--- src/rtl/sprite_pkg.sv ---
// Shared definitions for the sprite fetch controller: element codes,
// sprite size table, FSM state encoding and the slot record layout.
package sprite_pkg;

  localparam int ADDR_W   = 10;
  localparam int COLOUR_W = 12;
  localparam int COORD_W  = 10;
  localparam int ELEM_W   = 3;

  // Element codes; 4 marks background tiles, which are never fetched here.
  localparam logic [ELEM_W-1:0] ELEM_NONE = 3'd0;
  localparam logic [ELEM_W-1:0] ELEM_1    = 3'd1;
  localparam logic [ELEM_W-1:0] ELEM_2    = 3'd2;
  localparam logic [ELEM_W-1:0] ELEM_3    = 3'd3;
  localparam logic [ELEM_W-1:0] ELEM_BG   = 3'd4;
  localparam logic [ELEM_W-1:0] ELEM_5    = 3'd5;

  typedef enum logic [2:0] {
    ST_IDLE = 3'd0,
    ST_SCAN = 3'd1,
    ST_REQ  = 3'd2,
    ST_WAIT = 3'd3,
    ST_OUT  = 3'd4
  } state_t;

  typedef struct packed {
    logic               en;
    logic [COORD_W-1:0] x;
    logic [COORD_W-1:0] y;
    logic [ELEM_W-1:0]  elem;
  } slot_t;

  // Square sprite edge length per element; zero means "can never hit".
  function automatic logic [4:0] sprite_size(input logic [ELEM_W-1:0] elem);
    case (elem)
      ELEM_1:  sprite_size = 5'd25;
      ELEM_2:  sprite_size = 5'd16;
      ELEM_3:  sprite_size = 5'd20;
      ELEM_5:  sprite_size = 5'd25;
      default: sprite_size = 5'd0;
    endcase
  endfunction

endpackage

--- src/rtl/sprite_slot_table.sv ---
// Sprite slot register file: synchronous write, combinational read.
// Slots at or above SLOTS are not built; writes to them are dropped and
// reads return a disabled record.
module sprite_slot_table
  import sprite_pkg::*;
#(
  parameter int SLOTS = 8
) (
  input  logic       clk,
  input  logic       reset,
  input  logic       we,
  input  logic [2:0] wr_slot,
  input  slot_t      wr_data,
  input  logic [2:0] rd_slot,
  output slot_t      rd_data
);

  slot_t table_w [8];

  genvar gi;
  for (gi = 0; gi < 8; gi++) begin : g_slot
    if (gi < SLOTS) begin : g_live
      slot_t entry_q;
      // Per-slot storage; a write lands on the edge, so same-cycle reads see the old value.
      always_ff @(posedge clk or posedge reset) begin
        if (reset) begin
          entry_q <= '0;
        end else if (we && (wr_slot == 3'(gi))) begin
          entry_q <= wr_data;
        end
      end
      assign table_w[gi] = entry_q;
    end else begin : g_absent
      assign table_w[gi] = '0;
    end
  end

  assign rd_data = table_w[rd_slot];

endmodule

--- src/rtl/sprite_fetch_ctrl.sv ---
// Per-pixel sprite resolver: scans the slot table in priority order,
// fetches the colour of the first covering sprite and falls through
// transparent or timed-out reads to lower-priority slots.
module sprite_fetch_ctrl
  import sprite_pkg::*;
#(
  parameter int             SLOTS       = 8,
  parameter int             TIMEOUT     = 15,
  parameter logic [11:0]    BG_COLOUR   = 12'h000,
  parameter logic [11:0]    TRANSPARENT = 12'hF0F
) (
  input  logic                clk,
  input  logic                reset,
  input  logic                pixel_valid,
  input  logic [COORD_W-1:0]  pixel_x,
  input  logic [COORD_W-1:0]  pixel_y,
  input  logic                cfg_we,
  input  logic [2:0]          cfg_slot,
  input  logic [COORD_W-1:0]  cfg_x,
  input  logic [COORD_W-1:0]  cfg_y,
  input  logic [ELEM_W-1:0]   cfg_element,
  input  logic                cfg_en,
  output logic                read_enable,
  output logic [ADDR_W-1:0]   address_sprite,
  output logic [ELEM_W-1:0]   element,
  input  logic                mem_ready,
  input  logic [COLOUR_W-1:0] mem_data,
  output logic [COLOUR_W-1:0] colour_out,
  output logic                colour_valid,
  output logic                busy,
  output logic                overrun,
  output logic                timeout_err
);

  localparam int CNT_W = (TIMEOUT < 2) ? 1 : $clog2(TIMEOUT);

  state_t              state_q, state_d;
  logic [2:0]          slot_q, slot_d;
  logic [COORD_W-1:0]  px_q, px_d, py_q, py_d;
  logic [ADDR_W-1:0]   addr_q, addr_d;
  logic [ELEM_W-1:0]   elem_q, elem_d;
  logic [COLOUR_W-1:0] colour_q, colour_d;
  logic [CNT_W-1:0]    wait_q, wait_d;
  logic                overrun_q, overrun_d;
  logic                timeout_q, timeout_d;

  slot_t               rd_slot;
  logic [4:0]          size;
  logic [COORD_W:0]    x_end, y_end;
  logic                hit;
  logic [COORD_W-1:0]  dx, dy;
  logic [ADDR_W-1:0]   addr_calc;
  logic                last_slot;
  logic                mem_accept;
  logic                wait_expired;

  slot_t cfg_rec;
  assign cfg_rec = '{en: cfg_en, x: cfg_x, y: cfg_y, elem: cfg_element};

  sprite_slot_table #(.SLOTS(SLOTS)) u_table (
    .clk     (clk),
    .reset   (reset),
    .we      (cfg_we),
    .wr_slot (cfg_slot),
    .wr_data (cfg_rec),
    .rd_slot (slot_q),
    .rd_data (rd_slot)
  );

  // Hit test and sprite-local address for the slot under compare; sums are
  // one bit wider so sprites near the right/bottom edge do not wrap.
  always_comb begin
    size      = sprite_size(rd_slot.elem);
    x_end     = {1'b0, rd_slot.x} + {6'b0, size};
    y_end     = {1'b0, rd_slot.y} + {6'b0, size};
    hit       = rd_slot.en && (size != 5'd0)
             && ({1'b0, px_q} >= {1'b0, rd_slot.x}) && ({1'b0, px_q} < x_end)
             && ({1'b0, py_q} >= {1'b0, rd_slot.y}) && ({1'b0, py_q} < y_end);
    dx        = px_q - rd_slot.x;
    dy        = py_q - rd_slot.y;
    addr_calc = dy * {5'b0, size} + dx;
  end

  assign last_slot    = (slot_q == 3'(SLOTS - 1));
  assign mem_accept   = ((state_q == ST_REQ) || (state_q == ST_WAIT)) && mem_ready;
  assign wait_expired = (state_q == ST_WAIT) && !mem_ready && (wait_q == CNT_W'(TIMEOUT - 1));

  // State register plus the datapath registers it steers.
  always_ff @(posedge clk or posedge reset) begin
    if (reset) begin
      state_q   <= ST_IDLE;
      slot_q    <= '0;
      px_q      <= '0;
      py_q      <= '0;
      addr_q    <= '0;
      elem_q    <= '0;
      colour_q  <= BG_COLOUR;
      wait_q    <= '0;
      overrun_q <= 1'b0;
      timeout_q <= 1'b0;
    end else begin
      state_q   <= state_d;
      slot_q    <= slot_d;
      px_q      <= px_d;
      py_q      <= py_d;
      addr_q    <= addr_d;
      elem_q    <= elem_d;
      colour_q  <= colour_d;
      wait_q    <= wait_d;
      overrun_q <= overrun_d;
      timeout_q <= timeout_d;
    end
  end

  // Next-state logic: scan, fetch, and fall through on transparent/timeout.
  always_comb begin
    state_d   = state_q;
    slot_d    = slot_q;
    px_d      = px_q;
    py_d      = py_q;
    addr_d    = addr_q;
    elem_d    = elem_q;
    colour_d  = colour_q;
    wait_d    = wait_q;
    overrun_d = overrun_q | (pixel_valid && (state_q != ST_IDLE));
    timeout_d = timeout_q | wait_expired;
    case (state_q)
      ST_IDLE: begin
        if (pixel_valid) begin
          px_d    = pixel_x;
          py_d    = pixel_y;
          slot_d  = '0;
          state_d = ST_SCAN;
        end
      end
      ST_SCAN: begin
        if (hit) begin
          addr_d  = addr_calc;
          elem_d  = rd_slot.elem;
          state_d = ST_REQ;
        end else if (last_slot) begin
          colour_d = BG_COLOUR;
          state_d  = ST_OUT;
        end else begin
          slot_d = slot_q + 3'd1;
        end
      end
      ST_REQ, ST_WAIT: begin
        if (mem_accept && (mem_data != TRANSPARENT)) begin
          colour_d = mem_data;
          state_d  = ST_OUT;
        end else if (mem_accept || wait_expired) begin
          // Transparent or abandoned read: hand over to the next slot.
          if (last_slot) begin
            colour_d = BG_COLOUR;
            state_d  = ST_OUT;
          end else begin
            slot_d  = slot_q + 3'd1;
            state_d = ST_SCAN;
          end
        end else if (state_q == ST_REQ) begin
          wait_d  = '0;
          state_d = ST_WAIT;
        end else begin
          wait_d = wait_q + CNT_W'(1);
        end
      end
      ST_OUT: begin
        state_d = ST_IDLE;
      end
      default: begin
        state_d = ST_IDLE;
      end
    endcase
  end

  // Outputs decoded from the current state and the datapath registers.
  always_comb begin
    read_enable    = (state_q == ST_REQ);
    colour_valid   = (state_q == ST_OUT);
    busy           = (state_q != ST_IDLE);
    address_sprite = addr_q;
    element        = elem_q;
    colour_out     = colour_q;
    overrun        = overrun_q;
    timeout_err    = timeout_q;
  end

endmodule

--- config.mk ---
export PLATFORM = sky130hd
export DESIGN_NAME = sprite_fetch_ctrl
export DESIGN_NICKNAME = d
export VERILOG_FILES = /design/src/rtl/sprite_pkg.sv /design/src/rtl/sprite_slot_table.sv /design/src/rtl/sprite_fetch_ctrl.sv
export SDC_FILE = /design/constraint.sdc
export NUM_CORES = 1
export LEC_CHECK = 0
export BUFFER_PORTS_ARGS = -buffer_cell sky130_fd_sc_hd__buf_4
export CAP_MARGIN = 20
export CORE_AREA = 2 2 111 221
export DETAILED_ROUTE_END_ITERATION = 7
export DIE_AREA = 0 0 113 223
export PLACE_DENSITY = 0.81
export SETUP_SLACK_MARGIN = 0.1
export SYNTH_ARGS = -nofsm -noshare
export SYNTH_HDL_FRONTEND = slang
export SYNTH_SLANG_ARGS = --single-unit
--- constraint.sdc ---
create_clock -name clk -period 17.1 [get_ports clk]
set_input_delay 2.565 -clock clk [delete_from_list [all_inputs] [get_ports clk]]
set_output_delay 2.565 -clock clk [all_outputs]
set_load 0.1 [all_outputs]
==> impl_metrics.yaml, run 1 <==
detailed_routing:
  met2_wire_length_mm: 15.8
  viasPerCell: 6.04
  dr_total_vias: 8899
  met3_length_mm: 1.35
  post-route-drc-count: 11
  detailedRoute.firstIterationViolations: 495
  wl_met1_mm: 12.2
  drt-total-wl_mm: 30.6
  routed_length_per_placed_instance_um: 20.7
  routed.top_layer: "met4"
  postRouteAntennaNets: 0
  detailedRoute.firstPassIterationCount: 8
floorplanning:
  die_height_um: 223
  num_rows: 80
  design.core.area_mm2: 0.0236
  die_x_um: 113
  start_util: 0.589
  die_area_mm2: 0.0252
  i_o_pin_cnt: 94
yosys:
  number_of_enable_flip_flop_cells_after_synthesis: 0
  post-synth-top-area-cell: "sky130_fd_sc_hd__dfrtp_1"
  syn-num-nets: 1247
  synth_flop_cell: "sky130_fd_sc_hd__dfrtp_1"
  postSynthAreaPerCell_um2: 12.8
  synthArstFlopShare: 1.00
  synth-seq-cells: 249
  yosysSeqAreaShare: 0.447
  synth.lib_cells_used.distinct: 74
  post-synth-top-area-fraction: 0.447
  post_synth_instance_area_mm2: 0.0139
  synth.area.top_cells: "sky130_fd_sc_hd__dfrtp_1, sky130_fd_sc_hd__mux2_2, sky130_fd_sc_hd__mux4_2"
  netlist_instances: 1085
  yosys_warnings: 0
setup_path:
  critPathLaunch: "slot_q[0]"
  critPathCaptureType: "flop"
  critPathKind: "reg -> reg"
  critical-path-slowest-cell: "sky130_fd_sc_hd__dfrtp_2"
  slowest_delay_ps: 750
  cp.arrival_ps: 7820
  path_max_fanout: 26
  setup.worst_path.start_class: "flop"
  critical_path.n_buffers_inverters: 5
  worst_path_dominant_cell_family: "adder cells"
  data_required_time_of_the_critical_path_ps: 17520
  critical_path.reg2reg.startpoint: "slot_q[0]"
  setup.reg_to_reg.worst_slack_ps: 9700
  critical_r2r_capture: "address_sprite[9]"
  worst-r2r-cell-count: 28
run_status:
  failing_checks: "DRC"
  status: "finished, violations left"
min_path:
  worst_hold_startpoint: "overrun"
  holdPathEnd: "overrun"
  min_delay_path_depth: 1
  hold_class: "reg -> reg"
job:
  drv_cap: 0
sta:
  timing.clock.skew_ps: 8.68
  worst_slew_pin_slew_ps: 1010
  relSlewSlack: 0.309
  rsz0062_at_grt: "no"
  max_freq_mhz: 135
  min_period_ps: 7400
  post-route-period-util: 0.433
  setup_total_negative_slack_ps: 0
  timing_max_transition_violations_final: 0
  finalHoldViolations: 0
  setup_violations: 0
final_layout:
  regArea_mm2: 0.00623
  post-route-util: 0.661
  antenna_cells: 0
  drive_gt1_frac: 0.356
  fillers: 1726
  area_growth_pct: 12.1
  multiInputGateArea_mm2: 0.00718
  layout.nets: 1334
placed_design:
  gpl.final_weighted_congestion: 0.910
  io_buffers: 93
  detailed_placement_hpwl_mm: 21.3
global_route:
  grt_use_total: 0.248
  antenna_found_initial: 0
  grt_pass1_wl_mm: 49.6
  grt_overflow_total: 0
  grt_pass1_vias: 9639
  maximum_number_of_pins_on_one_net_before_global_route_repair: 105
clocking:
  htree_num_levels: 1
  clock-sinks: 249
  cts_post_setup_buffers_inserted: 0
  cts.root.buffer_cell: "sky130_fd_sc_hd__clkbuf_16"
  tritoncts: "built"
  cts_hold_repair.buffers: 0
  clk-insertion-delay-late_ps: 540
  postCtsResizedCells: 0
  cts.reportedPaths.clkPinSlew_ps: 60
  cts-buffers-inserted: 23
  max-clock-path-buffers: 3
## synthesized netlist by cell type, types with 3 or more instances
cell / instances
sky130_fd_sc_hd__a211oi_1: 5
sky130_fd_sc_hd__a21o_1: 10
sky130_fd_sc_hd__a21oi_1: 21
sky130_fd_sc_hd__a221oi_1: 3
sky130_fd_sc_hd__a22o_1: 11
sky130_fd_sc_hd__a31oi_1: 3
sky130_fd_sc_hd__and2_1: 3
sky130_fd_sc_hd__and3_1: 3
sky130_fd_sc_hd__buf_1: 5
sky130_fd_sc_hd__buf_4: 9
sky130_fd_sc_hd__buf_6: 5
sky130_fd_sc_hd__clkbuf_1: 24
sky130_fd_sc_hd__dfrtp_1: 249
sky130_fd_sc_hd__fa_1: 26
sky130_fd_sc_hd__ha_1: 72
sky130_fd_sc_hd__inv_1: 73
sky130_fd_sc_hd__inv_2: 3
sky130_fd_sc_hd__maj3_1: 4
sky130_fd_sc_hd__mux2_2: 205
sky130_fd_sc_hd__mux2_4: 4
sky130_fd_sc_hd__mux2i_1: 16
sky130_fd_sc_hd__mux4_2: 48
sky130_fd_sc_hd__nand2_1: 63
sky130_fd_sc_hd__nand2b_1: 12
sky130_fd_sc_hd__nand3_1: 5
sky130_fd_sc_hd__nand4b_1: 5
sky130_fd_sc_hd__nor2_1: 47
sky130_fd_sc_hd__nor2b_1: 7
sky130_fd_sc_hd__nor3_1: 9
sky130_fd_sc_hd__nor3b_1: 3
sky130_fd_sc_hd__o21a_1: 3
sky130_fd_sc_hd__o21ai_0: 33
sky130_fd_sc_hd__or3_1: 4
sky130_fd_sc_hd__xnor2_1: 29
sky130_fd_sc_hd__xor2_1: 13
## worst max path at each step
stage                        endpoint  slack (ps)  depth (start not counted)
floorplan           address_sprite[0]        7690                          1
global placement    address_sprite[9]        9880                         26
detailed placement  address_sprite[9]        9760                         28
CTS                 address_sprite[9]        9700                         28
global route        address_sprite[9]        9280                         27
finish              address_sprite[9]        9700                         28
## cells in the final DEF, fill, tap and decap left out, types with 3 or more instances in the layout
cell type / instances
sky130_fd_sc_hd__mux2i_1: 16
sky130_fd_sc_hd__xnor2_1: 29
sky130_fd_sc_hd__a22o_1: 11
sky130_fd_sc_hd__mux2_2: 205
sky130_fd_sc_hd__clkbuf_1: 5
sky130_fd_sc_hd__xor2_1: 13
sky130_fd_sc_hd__a31oi_1: 3
sky130_fd_sc_hd__and3_1: 3
sky130_fd_sc_hd__buf_4: 107
sky130_fd_sc_hd__nand3_1: 5
sky130_fd_sc_hd__and2_1: 3
sky130_fd_sc_hd__o21ai_0: 33
sky130_fd_sc_hd__clkbuf_16: 23
sky130_fd_sc_hd__dfrtp_1: 247
sky130_fd_sc_hd__o21a_1: 3
sky130_fd_sc_hd__inv_2: 3
sky130_fd_sc_hd__nor2_1: 46
sky130_fd_sc_hd__a21o_1: 10
sky130_fd_sc_hd__fa_1: 26
sky130_fd_sc_hd__nor3b_2: 3
sky130_fd_sc_hd__mux4_2: 48
sky130_fd_sc_hd__nand4b_1: 5
sky130_fd_sc_hd__mux2_4: 4
sky130_fd_sc_hd__nand2_1: 63
sky130_fd_sc_hd__maj3_1: 4
sky130_fd_sc_hd__a221oi_1: 3
sky130_fd_sc_hd__ha_1: 72
sky130_fd_sc_hd__inv_1: 72
sky130_fd_sc_hd__nor2b_1: 7
sky130_fd_sc_hd__nand2b_1: 12
sky130_fd_sc_hd__or3_1: 4
sky130_fd_sc_hd__nor3_1: 7
sky130_fd_sc_hd__clkbuf_8: 4
sky130_fd_sc_hd__a21oi_1: 21
sky130_fd_sc_hd__a211oi_1: 5
## cells by family (layout without fill, tap and decap cells)
group	after synthesis	after routing	synth area share
and+or+nand+nor	177	177	0.0628
buffers and inverters	122	223	0.0382
AOI/OAI and AO/OA	117	117	0.0575
muxes	274	274	0.260
adders and majority gates	103	103	0.106
DFF	249	249	0.447
xor gates and xnor gates	43	43	0.0280
## final cells by class
| cell class | instances | area share |
|---|---|---|
| inverters | 77 | 0.0190 |
| clock buffers | 32 | 0.0416 |
| repair buffers | 107 | 0.0515 |
| flip-flops and latches | 249 | 0.399 |
| multi-input cells | 714 | 0.460 |
| clock inverters | 7 | 0.00537 |
| well taps | 287 | 0.0230 |
## through the flow
stage	instance area (um^2)	worst slack, ps	hold slack (ps)	cells
6_report	15600	9700	456	1473
5_1_grt	15600	9280	500	1473
4_1_cts	15600	9700	460	1473
3_5_place_dp	14900	9760	446	1434
3_3_place_gp	14900	9880	440	1434
2_1_floorplan	13900	7690	474	1085
## per-layer routing
layer  vias to the layer above  global-route usage
met5                         -                   0
met4                         0               0.107
met3                        62              0.0348
met2                       215               0.426
met1                      4569               0.313
li1                       4053                   -
## sequential cells by signal (all words and copies together) (netlist names)
signal and cells:
state_q 3, overrun 1, timeout_err 1, colour_out 12, u_table.g_slot.g_live.entry_q 192, wait_q 4, slot_q 3, px_q 10
address_sprite 10, element 3, py_q 10
Power of run 1 is not shown: default switching activity piles up to over one toggle a cycle in this logic, so the estimate is an artifact.
==> run 2, diff against run 1 <==
--- a/config.mk
+++ b/config.mk
@@ -7,10 +7,10 @@
 export LEC_CHECK = 0
 export BUFFER_PORTS_ARGS = -buffer_cell sky130_fd_sc_hd__buf_4
 export CAP_MARGIN = 20
-export CORE_AREA = 2 2 111 221
+export CORE_AREA = 2 2 116 231
 export DETAILED_ROUTE_END_ITERATION = 7
-export DIE_AREA = 0 0 113 223
-export PLACE_DENSITY = 0.81
+export DIE_AREA = 0 0 118 233
+export PLACE_DENSITY = 0.78
 export SETUP_SLACK_MARGIN = 0.1
 export SYNTH_ARGS = -nofsm -noshare
 export SYNTH_HDL_FRONTEND = slang
==> constraint.sdc (replaced) <==
create_clock -name clk -period 6.19 [get_ports clk]
set_input_delay 0.9285 -clock clk [delete_from_list [all_inputs] [get_ports clk]]
set_output_delay 0.9285 -clock clk [all_outputs]
set_load 0.1 [all_outputs]
==> run 2 against run 1 <==
The flow now finishes without violations. Setup slack lost 9600 ps. Clock-buffer cell count shrank 2. Critical path depth grew 1. First-iteration DRC count grew 15%. Utilization shrank 2.9 points. Wire length grew 7.2%. Die area grew 9.1%. Via count grew 3.4%. Sequential share of layout area shrank 1.5 points. Hold slack gained 13 ps. Clock skew grew 8.7 ps. Critical endpoint unchanged. Largest cell class unchanged.
==> impl_metrics.yaml, run 2 (synthesized netlist as in run 1, its figures left out) <==
run_status:
  status: "completed"
clocking:
  htree_num_levels: 1
  cts-buffers-inserted: 23
  cts_hold_repair.buffers: 0
  max-clock-path-buffers: 3
  cts.root.buffer_cell: "sky130_fd_sc_hd__clkbuf_16"
  clk-insertion-delay-late_ps: 530
  tritoncts: "built"
  clock-sinks: 249
  cts.reportedPaths.clkPinSlew_ps: 70
detailed_routing:
  routed_length_per_placed_instance_um: 20.8
  viasPerCell: 5.84
  detailedRoute.firstIterationViolations: 569
  dr_total_vias: 9202
  drt-total-wl_mm: 32.7
  postRouteAntennaNets: 0
  post-route-drc-count: 0
  detailedRoute.firstPassIterationCount: 5
sta:
  min_period_ps: 6130
  setup_violations: 0
  post-route-period-util: 0.991
  setup_slack_ps: 57.9
  relSlewSlack: 0.343
  rsz0062_at_grt: "yes"
  timing_max_transition_violations_final: 0
  finalHoldViolations: 0
  max_freq_mhz: 163
  worst_slew_pin_slew_ps: 985
  timing.clock.skew_ps: 17.4
setup_path:
  data_required_time_of_the_critical_path_ps: 6600
  slowest_delay_ps: 530
  critPathCaptureType: "flop"
  critical-path-slowest-cell: "sky130_fd_sc_hd__fa_1"
  path_max_fanout: 6
  critical_path.n_buffers_inverters: 7
  critical_path.most_common_cell: "sky130_fd_sc_hd__inv_1"
  worst_path_dominant_cell_family: "adder cells"
  cp.arrival_ps: 6540
  setup.worst_path.start_class: "flop"
  critPathKind: "reg -> reg"
placed_design:
  gpl.final_weighted_congestion: 0.881
  detailed_placement_hpwl_mm: 23.3
  post-place-ws_ps: -149
  io_buffers: 93
  placement.cell_area_mm2: 0.0153
  place.detailed.instances: 1527
final_layout:
  multiInputGateArea_mm2: 0.00731
  area_growth_pct: 16.5
  layout.cells.most_common_list: "sky130_fd_sc_hd__dfrtp_1, sky130_fd_sc_hd__mux2_2, sky130_fd_sc_hd__buf_4"
  largest_register_ffs: 192
  post-route-util: 0.632
  design_area_mm2: 0.0162
  final_common_cell: "sky130_fd_sc_hd__dfrtp_1"
  antenna_cells: 0
  final_cell_count_no_fill: 1577
  largest-register: "u_table.g_slot.g_live.entry_q"
  layout.nets: 1383
  drive_gt1_frac: 0.403
  fillers: 1926
  regArea_mm2: 0.00624
global_route:
  maximum_number_of_pins_on_one_net_before_global_route_repair: 170
  grt_overflow_total: 0
  grt_pass1_wl_mm: 52.3
  grt_use_total: 0.244
  grt_pass1_vias: 9835
  antenna_found_initial: 0
floorplanning:
  i_o_pin_cnt: 94
  die_height_um: 233
  die_x_um: 118
  start_util: 0.543
  design.core.area_mm2: 0.0257
  num_rows: 83
  die_area_mm2: 0.0275
min_path:
  hold_class: "reg -> reg"
job:
  drv_cap: 0
## run 2: metrics by stage
step,hold slack (ps),TNS [ps]
after floorplan,474,-250
after global placement,444,0
after detailed placement,457,-149
after CTS,475,-10.5
after global routing,484,-249
final,469,0
## run 2: what timing repair did
action                                  4_1_cts  5_1_grt
resized for setup                            15       10
buffers inserted                              9        1
pin swaps                                    23       17
endpoints found under the setup margin        1        1
## run 2: path summary, 6_finish.rpt
check                                 start                                   end  slack [ps]  depth (start not counted)
max in group asynchronous             reset  u_table.g_slot[7].g_live.entry_q[15]        4280                          3
worst min register to register  timeout_err                           timeout_err         470                          1
min in group asynchronous             reset  u_table.g_slot[6].g_live.entry_q[11]         520                          2
worst min-delay path            timeout_err                           timeout_err         470                          1
worst max-delay path              slot_q[0]                     address_sprite[9]          60                         29
worst max register to register    slot_q[0]                     address_sprite[9]          60                         29
## run 2: cell type report
type / instances / share of cell area
well taps: 340 / 0.0262
flip-flops and latches: 249 / 0.385
clock buffers: 30 / 0.0390
clock inverters: 11 / 0.00756
multi-input cells: 714 / 0.451
inverters: 77 / 0.0181
repair buffers: 156 / 0.0740
## run 2: per-layer routing
| metal | GRT usage | up-vias | routed length, um |
|---|---|---|---|
| met5 | 0 | - | 0 |
| met4 | 0.120 | 0 | 1520 |
| met3 | 0.0316 | 89 | 1160 |
| met2 | 0.463 | 228 | 18300 |
| met1 | 0.266 | 4728 | 11800 |
| li1 | - | 4157 | - |
Power of run 2 is left out for the same reason.
==> run 3, diff against run 2 <==
--- a/config.mk
+++ b/config.mk
@@ -5,12 +5,13 @@
 export SDC_FILE = /design/constraint.sdc
 export NUM_CORES = 1
 export LEC_CHECK = 0
+export ABC_AREA = 1
 export BUFFER_PORTS_ARGS = -buffer_cell sky130_fd_sc_hd__buf_4
 export CAP_MARGIN = 20
-export CORE_AREA = 2 2 116 231
+export CORE_AREA = 2 2 117 232
 export DETAILED_ROUTE_END_ITERATION = 7
-export DIE_AREA = 0 0 118 233
-export PLACE_DENSITY = 0.78
+export DIE_AREA = 0 0 119 234
+export PLACE_DENSITY = 0.79
 export SETUP_SLACK_MARGIN = 0.1
 export SYNTH_ARGS = -nofsm -noshare
 export SYNTH_HDL_FRONTEND = slang
==> run 3 against run 2 <==
Register-to-register slack better by 150 ps. Sequential share of layout area is 1.6 points lower. Critical endpoint unchanged. Final area is 4.3% higher. Non-clock buffer count is 15 higher. Flip-flop and latch count stayed put. Setup slack better by 150 ps.
==> impl_metrics.yaml, run 3 <==
sta:
  rsz0062_at_grt: "yes"
  finalHoldViolations: 0
  timing.clock.skew_ps: 15.3
  worst_slew_pin_slew_ps: 837
  post-route-period-util: 0.967
  relSlewSlack: 0.442
  max_freq_mhz: 167
  setup_violations: 0
  setup_slack_ps: 207
  timing_max_transition_violations_final: 0
  min_period_ps: 5980
job:
  drv_cap: 0
placed_design:
  gpl.final_weighted_congestion: 0.957
  io_buffers: 93
  detailed_placement_hpwl_mm: 27.2
  post-place-ws_ps: 24.3
setup_path:
  critical_r2r_capture: "address_sprite[9]"
  path_max_fanout: 6
  slowest_delay_ps: 540
  data_required_time_of_the_critical_path_ps: 6610
  setup.worst_path.start_class: "flop"
  cp.arrival_ps: 6400
  critical_path.reg2reg.startpoint: "slot_q[0]"
  worst-r2r-cell-count: 34
  critPathKind: "reg -> reg"
  critical-path-slowest-cell: "sky130_fd_sc_hd__fa_1"
  critical_path.most_common_cell: "sky130_fd_sc_hd__nand2_1"
  setup.reg_to_reg.worst_slack_ps: 210
  critPathCaptureType: "flop"
global_route:
  grt_overflow_total: 0
  maximum_number_of_pins_on_one_net_before_global_route_repair: 133
  grt_pass1_vias: 12600
  grt_pass1_wl_mm: 61.3
  antenna_found_initial: 0
  grt_use_total: 0.275
clocking:
  cts.reportedPaths.clkPinSlew_ps: 70
  cts-buffers-inserted: 22
  clk-insertion-delay-late_ps: 530
  max-clock-path-buffers: 3
  tritoncts: "built"
  cts_hold_repair.buffers: 0
  htree_num_levels: 1
  clock-sinks: 249
  cts.root.buffer_cell: "sky130_fd_sc_hd__clkbuf_16"
yosys:
  synth.lib_cells_used.distinct: 48
  yosysSeqAreaShare: 0.433
  post-synth-top-area-fraction: 0.433
  synth-seq-cells: 249
  syn-num-nets: 1960
  postSynthAreaPerCell_um2: 8.00
  post_synth_instance_area_mm2: 0.0144
  synth_commonest_cells: "sky130_fd_sc_hd__nand2_1, sky130_fd_sc_hd__dfrtp_1, sky130_fd_sc_hd__o21ai_0, sky130_fd_sc_hd__inv_1, sky130_fd_sc_hd__nor2_1"
  synth_top_family_by_area: "simple AND/OR/NAND/NOR gates"
  netlist_instances: 1798
  compound_cell_area_share_of_the_yosys_netlist: 0.143
  synthXorXnorAreaFrac: 0.0207
  post-synth-top-area-cell: "sky130_fd_sc_hd__dfrtp_1"
  synth.mux.area_fraction: 0.0104
  synth_simple_gate_area_frac: 0.212
  yosys_warnings: 0
  synthArstFlopShare: 1.00
  synth.area.top_cells: "sky130_fd_sc_hd__dfrtp_1, sky130_fd_sc_hd__nand2_1, sky130_fd_sc_hd__o21ai_0"
  number_of_enable_flip_flop_cells_after_synthesis: 0
  synth_adder_area_share: 0.0989
  synth.most_common_cell: "sky130_fd_sc_hd__nand2_1"
  synth_flop_cell: "sky130_fd_sc_hd__dfrtp_1"
floorplanning:
  i_o_pin_cnt: 94
  die_height_um: 234
  die_x_um: 119
  start_util: 0.549
  die_area_mm2: 0.0278
  num_rows: 84
  design.core.area_mm2: 0.0262
run_status:
  status: "completed"
detailed_routing:
  detailedRoute.firstIterationViolations: 1072
  post-route-drc-count: 0
  routed_length_per_placed_instance_um: 17.6
  viasPerCell: 5.68
  dr_total_vias: 12900
  drt-total-wl_mm: 39.8
  detailedRoute.firstPassIterationCount: 6
  postRouteAntennaNets: 0
final_layout:
  layout.nets: 2066
  final_common_cell: "sky130_fd_sc_hd__nand2_1"
  fillers: 2176
  layout.cells.most_common_list: "sky130_fd_sc_hd__nand2_1, sky130_fd_sc_hd__dfrtp_1, sky130_fd_sc_hd__o21ai_0"
  regArea_mm2: 0.00623
  area_growth_pct: 17.7
  largest-register: "u_table.g_slot.g_live.entry_q"
  largest_register_ffs: 192
  antenna_cells: 0
  drive_gt1_frac: 0.163
  multiInputGateArea_mm2: 0.00736
min_path:
  worst_hold_startpoint: "timeout_err"
  hold_class: "reg -> reg"
  min_delay_path_depth: 2
  holdPathEnd: "timeout_err"
run 3: what timing repair did:
item	CTS	global route
endpoints found under the setup margin	1	3
buffers inserted	2	23
endpoints found under the hold margin	0	0
pin swaps	2	45
gates cloned	0	3
gates resized for setup	1	90
run 3: logic make-up (layout without fill, tap and decap cells):
logic type | count (synthesis) | count (layout)
muxes | 13 | 13
adders and majority gates | 98 | 98
and+or+nand+nor | 747 | 747
DFF | 249 | 249
xor gates and xnor gates | 34 | 34
buffers and inverters | 275 | 397
AOI/OAI and AO/OA | 382 | 382
run 3: critical path, delay by kind of cell, from the launching register on:
| kind | cells | cell delay (ps) |
|---|---|---|
| adders and majority gates | 6 | 2540 |
| buffers and inverters | 10 | 900 |
| and+or+nand+nor | 10 | 900 |
| AOI/OAI and AO/OA | 5 | 670 |
| DFF | 1 | 460 |
| xor gates and xnor gates | 3 | 400 |
run 3: worst max path at each step:
stage / start / to / cells past startpoint
finish: slot_q[0] / address_sprite[9] / 34
global route: slot_q[0] / address_sprite[9] / 35
CTS: slot_q[0] / address_sprite[9] / 33
detailed placement: slot_q[0] / address_sprite[9] / 30
global placement: slot_q[0] / address_sprite[9] / 30
floorplan: slot_q[0] / address_sprite[9] / 37
run 3: metrics by stage:
step	TNS (ps)	area [um^2]	hold WS, ps	utilization	cells
after floorplan	0	14500	448	-	1798
after global placement	0	15500	449	0.593	2196
after detailed placement	0	15500	460	0.593	2196
after CTS	0	16300	478	0.622	2238
after global routing	-89.0	16900	502	0.647	2264
final	0	16900	474	0.647	2264
run 3: routing by layer:
| metal | part of all wire | global-route usage | vias up |
|---|---|---|---|
| met2 | 0.54 | 0.516 | 502 |
| met5 | 0 | 0 | - |
| met3 | 0.047 | 0.0248 | 153 |
| met4 | 0.068 | 0.174 | 0 |
| met1 | 0.35 | 0.292 | 6158 |
| li1 | - | - | 6039 |
run 3: area by class of cell:
type	count	area share
Multi-Input combinational cell	1274	0.435
Sequential cell	249	0.368
Timing Repair Buffer	171	0.0856
Inverter	186	0.0422
Clock buffer	32	0.0378
Tap cell	344	0.0254
Clock inverter	8	0.00584
Power of run 3 is left out for the same reason.
